===== src/rtl/rr_burst_arbiter.sv =====
// rr_burst_arbiter
// Round-robin arbiter with a per-ownership burst quota. A requester keeps the
// grant while it requests, for at most MAX_BURST consecutive cycles. The
// rotation pointer then moves past it and the grant is handed on at the same
// edge, with no idle cycle in between. All outputs are registered.
module rr_burst_arbiter #(
    parameter int N         = 8,
    parameter int MAX_BURST = 4
) (
    input  logic                 clk,
    input  logic                 rst,
    input  logic [N-1:0]         req,
    output logic [N-1:0]         gnt,
    output logic [$clog2(N)-1:0] gnt_id,
    output logic                 gnt_valid
);

    localparam int          IW   = $clog2(N);
    localparam int          CW   = $clog2(MAX_BURST + 1);
    localparam int unsigned NU   = N;
    localparam logic [CW-1:0] MAXC = CW'(MAX_BURST);

    typedef enum logic {
        S_IDLE,
        S_GRANT
    } state_t;

    state_t         r_state,  w_state_n;
    logic [IW-1:0]  r_owner,  w_owner_n;
    logic [IW-1:0]  r_ptr,    w_ptr_n;
    logic [CW-1:0]  r_cnt,    w_cnt_n;
    logic [N-1:0]   r_gnt,    w_gnt_n;
    logic [IW-1:0]  r_gnt_id, w_gnt_id_n;
    logic           r_gnt_valid, w_gnt_valid_n;
    logic [IW-1:0]  w_owner_inc;

    // Rotated fixed-priority search: the first requesting index at or after p,
    // wrapping from N-1 back to 0. The request vector is rotated so that p
    // lands on bit 0, and the offset of the lowest set bit is added back to p.
    function automatic logic [IW-1:0] f_sel(input logic [N-1:0] r,
                                            input logic [IW-1:0] p);
        logic [N-1:0] rot;
        logic         found;
        int unsigned  off;
        int unsigned  sum;
        rot   = (r >> p) | (r << (NU - int'(p)));
        found = 1'b0;
        off   = 0;
        for (int unsigned k = 0; k < NU; k++) begin
            if (!found && rot[0]) begin
                found = 1'b1;
                off   = k;
            end
            rot = rot >> 1;
        end
        sum = int'(p) + off;
        if (sum >= NU) begin
            sum = sum - NU;
        end
        return IW'(sum);
    endfunction

    // The owner index plus one, wrapping to 0 so that the result never reaches N.
    assign w_owner_inc = (r_owner == IW'(N - 1)) ? '0 : r_owner + 1'b1;

    // Next-state logic: take a grant from idle, hold the burst, or release and hand on
    always_comb begin
        w_state_n     = r_state;
        w_owner_n     = r_owner;
        w_ptr_n       = r_ptr;
        w_cnt_n       = r_cnt;
        w_gnt_n       = '0;
        w_gnt_id_n    = '0;
        w_gnt_valid_n = 1'b0;

        case (r_state)
            S_IDLE: begin
                if (|req) begin
                    w_owner_n = f_sel(req, r_ptr);
                    w_cnt_n   = CW'(1);
                    w_state_n = S_GRANT;
                end
            end
            S_GRANT: begin
                if (req[r_owner] && (r_cnt < MAXC)) begin
                    w_cnt_n = r_cnt + 1'b1;
                end else begin
                    // The search starts just past the owner, so a still-requesting
                    // owner whose quota has run out ranks last among the requesters.
                    w_ptr_n = w_owner_inc;
                    if (|req) begin
                        w_owner_n = f_sel(req, w_owner_inc);
                        w_cnt_n   = CW'(1);
                    end else begin
                        w_owner_n = '0;
                        w_cnt_n   = '0;
                        w_state_n = S_IDLE;
                    end
                end
            end
            default: begin
                w_state_n = S_IDLE;
            end
        endcase

        if (w_state_n == S_GRANT) begin
            w_gnt_n       = N'(1) << w_owner_n;
            w_gnt_id_n    = w_owner_n;
            w_gnt_valid_n = 1'b1;
        end
    end

    // State and output registers with synchronous reset
    always_ff @(posedge clk) begin
        if (rst) begin
            r_state     <= S_IDLE;
            r_owner     <= '0;
            r_ptr       <= '0;
            r_cnt       <= '0;
            r_gnt       <= '0;
            r_gnt_id    <= '0;
            r_gnt_valid <= 1'b0;
        end else begin
            r_state     <= w_state_n;
            r_owner     <= w_owner_n;
            r_ptr       <= w_ptr_n;
            r_cnt       <= w_cnt_n;
            r_gnt       <= w_gnt_n;
            r_gnt_id    <= w_gnt_id_n;
            r_gnt_valid <= w_gnt_valid_n;
        end
    end

    assign gnt       = r_gnt;
    assign gnt_id    = r_gnt_id;
    assign gnt_valid = r_gnt_valid;

endmodule


===== config.mk =====
export PLATFORM = sky130hd
export DESIGN_NAME = rr_burst_arbiter
export DESIGN_NICKNAME = d
export VERILOG_FILES = /design/src/rtl/rr_burst_arbiter.sv
export SDC_FILE = /design/constraint.sdc
export NUM_CORES = 1
export LEC_CHECK = 0
export CAP_MARGIN = 20
export CELL_PAD_IN_SITES_DETAIL_PLACEMENT = 1
export CELL_PAD_IN_SITES_GLOBAL_PLACEMENT = 1
export CORE_MARGIN = 1.5
export CORE_UTILIZATION = 44
export DETAILED_ROUTE_END_ITERATION = 10
export GPL_TIMING_DRIVEN = 0
export MAX_ROUTING_LAYER = met4
export PLACE_DENSITY_LB_ADDON = 0.05
export SKIP_LAST_GASP = 1
export SLEW_MARGIN = 20
export SYNTH_ARGS = -nofsm -noshare
export SYNTH_HDL_FRONTEND = slang
export SYNTH_SLANG_ARGS = --single-unit

===== constraint.sdc =====
create_clock -name clk -period 4.6 [get_ports clk]
set_input_delay 1.15 -clock clk [delete_from_list [all_inputs] [get_ports clk]]
set_output_delay 1.15 -clock clk [all_outputs]
set_load 0.01 [all_outputs]

==> reports/results.env <==
POWER_FRAC_SEQ_PCT=12.8
DETAILED_PLACE_HPWL_UM=6254
CRIT_TYPE='in2reg'
YS_ASYNC_SR_FRACTION_PCT=0
TIMING.HOLD.WORST.CLASS='reg2reg'
OVERFLOW=0
MOSTFREQUENTLAYOUTCELLS='sky130_fd_sc_hd__nand2_1 (26), sky130_fd_sc_hd__nor2_1 (26), sky130_fd_sc_hd__mux2i_1 (25), sky130_fd_sc_hd__dfxtp_1 (19), sky130_fd_sc_hd__a21oi_1 (17)'
MIN_PERIOD_NS=4.457
DETAILEDROUTE.FIRSTPASSITERATIONCOUNT=5
CTS.CLK_SLEW.WORST_PATHS_NS=0.07
SYNTH_COMPOUND_AREA_SHARE_PCT=25.25
DIE_W_UM=78.49
FRACTION_OF_SYNTHESIZED_CELL_AREA_TAKEN_BY_THE_TOP_AREA_CELL_TYPE_PCT=16.77
HOLD_PATH_STARTPOINT='r_cnt[0]'
WORST_SKEW_PAIR.LATE_LATENCY_NS=0.26
WORSTPATHARRIVAL_NS=4.65
FINALCRITPERIODSHARE_PCT=96.88
TIMING.REG2REG.SETUP_SLACK_NS=0.21
WIRE_LENGTH_OF_THE_FIRST_GLOBAL_ROUTING_PASS_UM=13290
LAYOUT_SETUP_WS_NS=0.1435
HOLD_PATH_DEPTH=2
SYNTHESIS.AREA_UM2=2507
REPORT.FINAL.SETUP_VIOL=0
MAX_SLEW.WORST_PIN.SLEW_NS=0.5579
FINALHOLDWORSTSLACK_NS=0.5357
VIAS_PER_CELL=6.326
SYNTH-SIMPLE-AREA-SHARE_PCT=25.35
SYNTHESIS.INSTANCES=321
PLACE_CONGESTION=0.9082
HTREE_LEVELS=1
DETAIL_ROUTE.WL_PER_CELL_UM=20.32
HOLD_BUFFERS=0
ANT_NETS=0
PATH_MAX_FANOUT=10
SYNTH-ADDER-AREA-SHARE_PCT=5.090
DRCVIOLATIONCOUNT=0
SYN_NETS=340
SWITCHING_SHARE_PCT=50.65
ROWS=27
TRITONCTS_NUM_SINKS=21
MIN_TO='r_cnt[0]'
POST_ROUTE_CELLS_DRIVE_ABOVE_1_SHARE_PCT=21.94
AREA_DELTA_SYNTH_FINAL_PCT=23.00
END_KIND='flop'
PLACE_WS_NS=-0.7299
FINCLKSKEW_NS=0.002809
FLOORPLAN.IO_PINS=22
ROUTED-VIA-COUNT=2676
DIE-HEIGHT_UM=78.49
NUMBER_OF_ANTENNA_VIOLATIONS_AT_THE_FIRST_CHECK_IN_GLOBAL_ROUTING=0
INTERNAL-POWER_W=0.001016
POWER_DENSITY_OVER_THE_CELLS_nW_PER_UM2=667.5
CTS-BUFFERS-INSERTED=3
TIMING.FMAX_MHz=224.4
IO_BUFFERS=20
TOPROUTINGLAYERUSED='met4'
YOSYS.AREA_SHARE.XOR_XNOR_PCT=2.445
PWR-SHARE-CLK_PCT=5.9
YOSYSTOPAREACELL='sky130_fd_sc_hd__dfxtp_1'
TIMING.CRITICAL_PATH.REQUIRED_NS=4.79
STATIC-LEAKAGE-POWER_nW=1.234
COMBINATIONAL_FAMILY_WITH_THE_MOST_AREA_AFTER_SYNTHESIS='simple AND/OR/NAND/NOR gates'
SWITCHINGPOWER_W=0.001043
POSTSYNTHAREAPERCELL_UM2=7.811
MAXCAPVIOLATIONS=0
DETAIL_ROUTE.ITER0.VIOLATIONS=185
INITIAL_UTILIZATION_PCT=45.54
TIMING.SLEW.HEADROOM_PCT=62.81
DESIGN.DIE.AREA_UM2=6161
CORE_AREA_UM2=5507
REGTOREGENDPOINT='gnt[3]'
FINALSETUPTNS_NS=0
SYNTH.YOSYS.WARNINGS=0
YOSYS-MUX-AREA-FRACTION_PCT=17.56
FINAL_NUMBER_OF_MAX_TRANSITION_VIOLATIONS=0
CTSLONGESTPATHBUFFERS=2
POST_SYNTH_MAIN_AREA_CONTRIBUTORS='sky130_fd_sc_hd__dfxtp_1 (17%), sky130_fd_sc_hd__mux2i_1 (10%), sky130_fd_sc_hd__a21oi_1 (4.6%)'
DETAILROUTE.WIRELENGTH.MET3_UM=363
IR_DROP_WORST_VDD_mV=0.2498
SYNTH_SEQ_CELLS=21
COUNT_OF_FLIP_FLOPS_WITH_A_BUILT_IN_ENABLE_AFTER_SYNTHESIS=0
DETAILROUTE.WIRELENGTH.MET2_UM=4226
CTS_TREE='done'
SYNTH_SEQUENTIAL_AREA_RATIO_PCT=16.77
FIRST_GLOBAL_VIAS=2584
ANTENNADIODECOUNT=0
WORSTREGTOREGCELLS=19
DOMINANTREGCELLSYNTH='sky130_fd_sc_hd__dfxtp_1'
WIRELENGTH_UM=8596
CTS.ROOT.BUFFER_CELL='sky130_fd_sc_hd__clkbuf_8'
WL_MET1_UM=3781
TIMING.FINAL.HOLD_VIOLATIONS=0
GR_UTIL_ALL_LAYERS_PCT=27.86
CRITICAL_PATH.REG2REG.STARTPOINT='r_ptr[0]'
OUTCOME='complete, no violations'
POWER_FRAC_COMB_PCT=81.3
PIN_COUNT_OF_THE_BIGGEST_NET_ENTERING_GLOBAL_ROUTING=12
NETLIST-CELL-TYPE-COUNT=66
WORSTSETUPSTARTPOINTTYPE='input pin'
FIN_NETS=371
-- kinds of logic after synthesis --
| kind of cell | Yosys count |
|---|---|
| flip-flops | 21 |
| XOR/XNOR | 7 |
| AO/OA/AOI/OAI | 92 |
| adder cells (fa/ha/maj) | 9 |
| buffers and inverters | 43 |
| AND/OR/NAND/NOR | 111 |
| multiplexers | 38 |
-- cell usage after synthesis, types with 3 or more instances --
library cell,n
sky130_fd_sc_hd__nand3_1,4
sky130_fd_sc_hd__mux2i_1,26
sky130_fd_sc_hd__a31oi_1,5
sky130_fd_sc_hd__o21ai_1,4
sky130_fd_sc_hd__xnor2_1,5
sky130_fd_sc_hd__o22ai_1,4
sky130_fd_sc_hd__o21ai_0,15
sky130_fd_sc_hd__clkbuf_1,12
sky130_fd_sc_hd__ha_1,7
sky130_fd_sc_hd__dfxtp_1,21
sky130_fd_sc_hd__o211ai_1,8
sky130_fd_sc_hd__mux2_1,4
sky130_fd_sc_hd__nand3b_1,6
sky130_fd_sc_hd__inv_1,13
sky130_fd_sc_hd__nor3_1,5
sky130_fd_sc_hd__nor2_1,27
sky130_fd_sc_hd__buf_2,13
sky130_fd_sc_hd__a221o_1,3
sky130_fd_sc_hd__nor2b_1,4
sky130_fd_sc_hd__nor3_2,6
sky130_fd_sc_hd__a21oi_1,23
sky130_fd_sc_hd__nor4_1,3
sky130_fd_sc_hd__nand2_1,26
sky130_fd_sc_hd__or3_1,4
sky130_fd_sc_hd__nand2b_1,6
sky130_fd_sc_hd__mux4_2,4
sky130_fd_sc_hd__o221ai_1,4
sky130_fd_sc_hd__and3_1,3
sky130_fd_sc_hd__mux2_2,4
-- sequential cells by signal (all words and copies together) (netlist names) --
name,cells
gnt,8
gnt_id,3
r_cnt,3
r_owner,3
r_ptr,3
r_state,1
-- power by group through the flow --
| stage | registers, W | logic, W | clock network (W) |
|---|---|---|---|
| after global placement | 0.000265 | 0.00144 | 0 |
| after CTS | 0.000263 | 0.00150 | 0.000124 |
| after global routing | 0.000269 | 0.00180 | 0.000131 |
| after detailed placement | 0.000267 | 0.00146 | 0 |
| final | 0.000264 | 0.00167 | 0.000121 |
| after floorplan | 0.000271 | 0.00108 | 0 |
-- area by class of cell --
| class | count | area [um^2] |
|---|---|---|
| tap | 72 | 90.09 |
| clock buffer | 4 | 45.04 |
| inverter | 14 | 56.30 |
| multi-input combinational | 257 | 2002 |
| timing repair buffer | 26 | 246.5 |
| buffer | 29 | 221.5 |
| fill | 683 | 2422 |
| sequential | 21 | 422.9 |
-- layer usage --
metal	vias up	GRT usage [%]
li1	1254	-
met4	0	5.893
met5	-	-
met2	101	46.00
met1	1299	37.00
met3	22	2.907
-- stage by stage --
stage / cell area [um^2] / instances / util [%] / power, W
floorplan: 2507 / 321 / - / 0.001356
global placement: 2798 / 413 / 50.81 / 0.001708
detailed placement: 2798 / 413 / 50.81 / 0.001726
CTS: 2924 / 417 / 53.10 / 0.001887
global route: 3084 / 423 / 56.01 / 0.002197
finish: 3084 / 423 / 56.01 / 0.002059
-- how the worst max path moves through the flow --
| stage | cells past startpoint | slack, ns | start | end |
|---|---|---|---|---|
| after detailed placement | 17 | -0.73 | req[7] | gnt[7] |
| after CTS | 17 | -0.004 | req[1] | gnt[7] |
| final | 17 | 0.14 | req[5] | gnt[3] |
| after global placement | 17 | -0.59 | req[7] | gnt[7] |
| after global routing | 17 | -0.04 | req[5] | gnt[7] |
| after floorplan | 19 | 0.33 | r_ptr[1] | gnt[7] |
-- critical path, stage by stage --
cell and delay [ns]:
sky130_fd_sc_hd__dlygate4sd2_1 0.30, sky130_fd_sc_hd__buf_8 0.17, sky130_fd_sc_hd__mux2_1 0.32, sky130_fd_sc_hd__mux4_2 0.52
sky130_fd_sc_hd__mux2i_4 0.18, sky130_fd_sc_hd__inv_1 0.07, sky130_fd_sc_hd__a21oi_2 0.11, sky130_fd_sc_hd__nor2_1 0.05
sky130_fd_sc_hd__o21ai_2 0.14, sky130_fd_sc_hd__a21oi_2 0.09, sky130_fd_sc_hd__ha_2 0.22, sky130_fd_sc_hd__fa_1 0.50
sky130_fd_sc_hd__nand2_1 0.08, sky130_fd_sc_hd__a21oi_2 0.16, sky130_fd_sc_hd__a21oi_2 0.08, sky130_fd_sc_hd__or3_4 0.41
sky130_fd_sc_hd__nor3_2 0.10
-- what timing repair did --
action	4_1_cts	5_1_grt
pin swaps	0	4
buffers inserted	0	6
setup endpoints to repair	14	10
gates resized for setup	31	40
No activity file was read; power rests on OpenSTA's default activity.
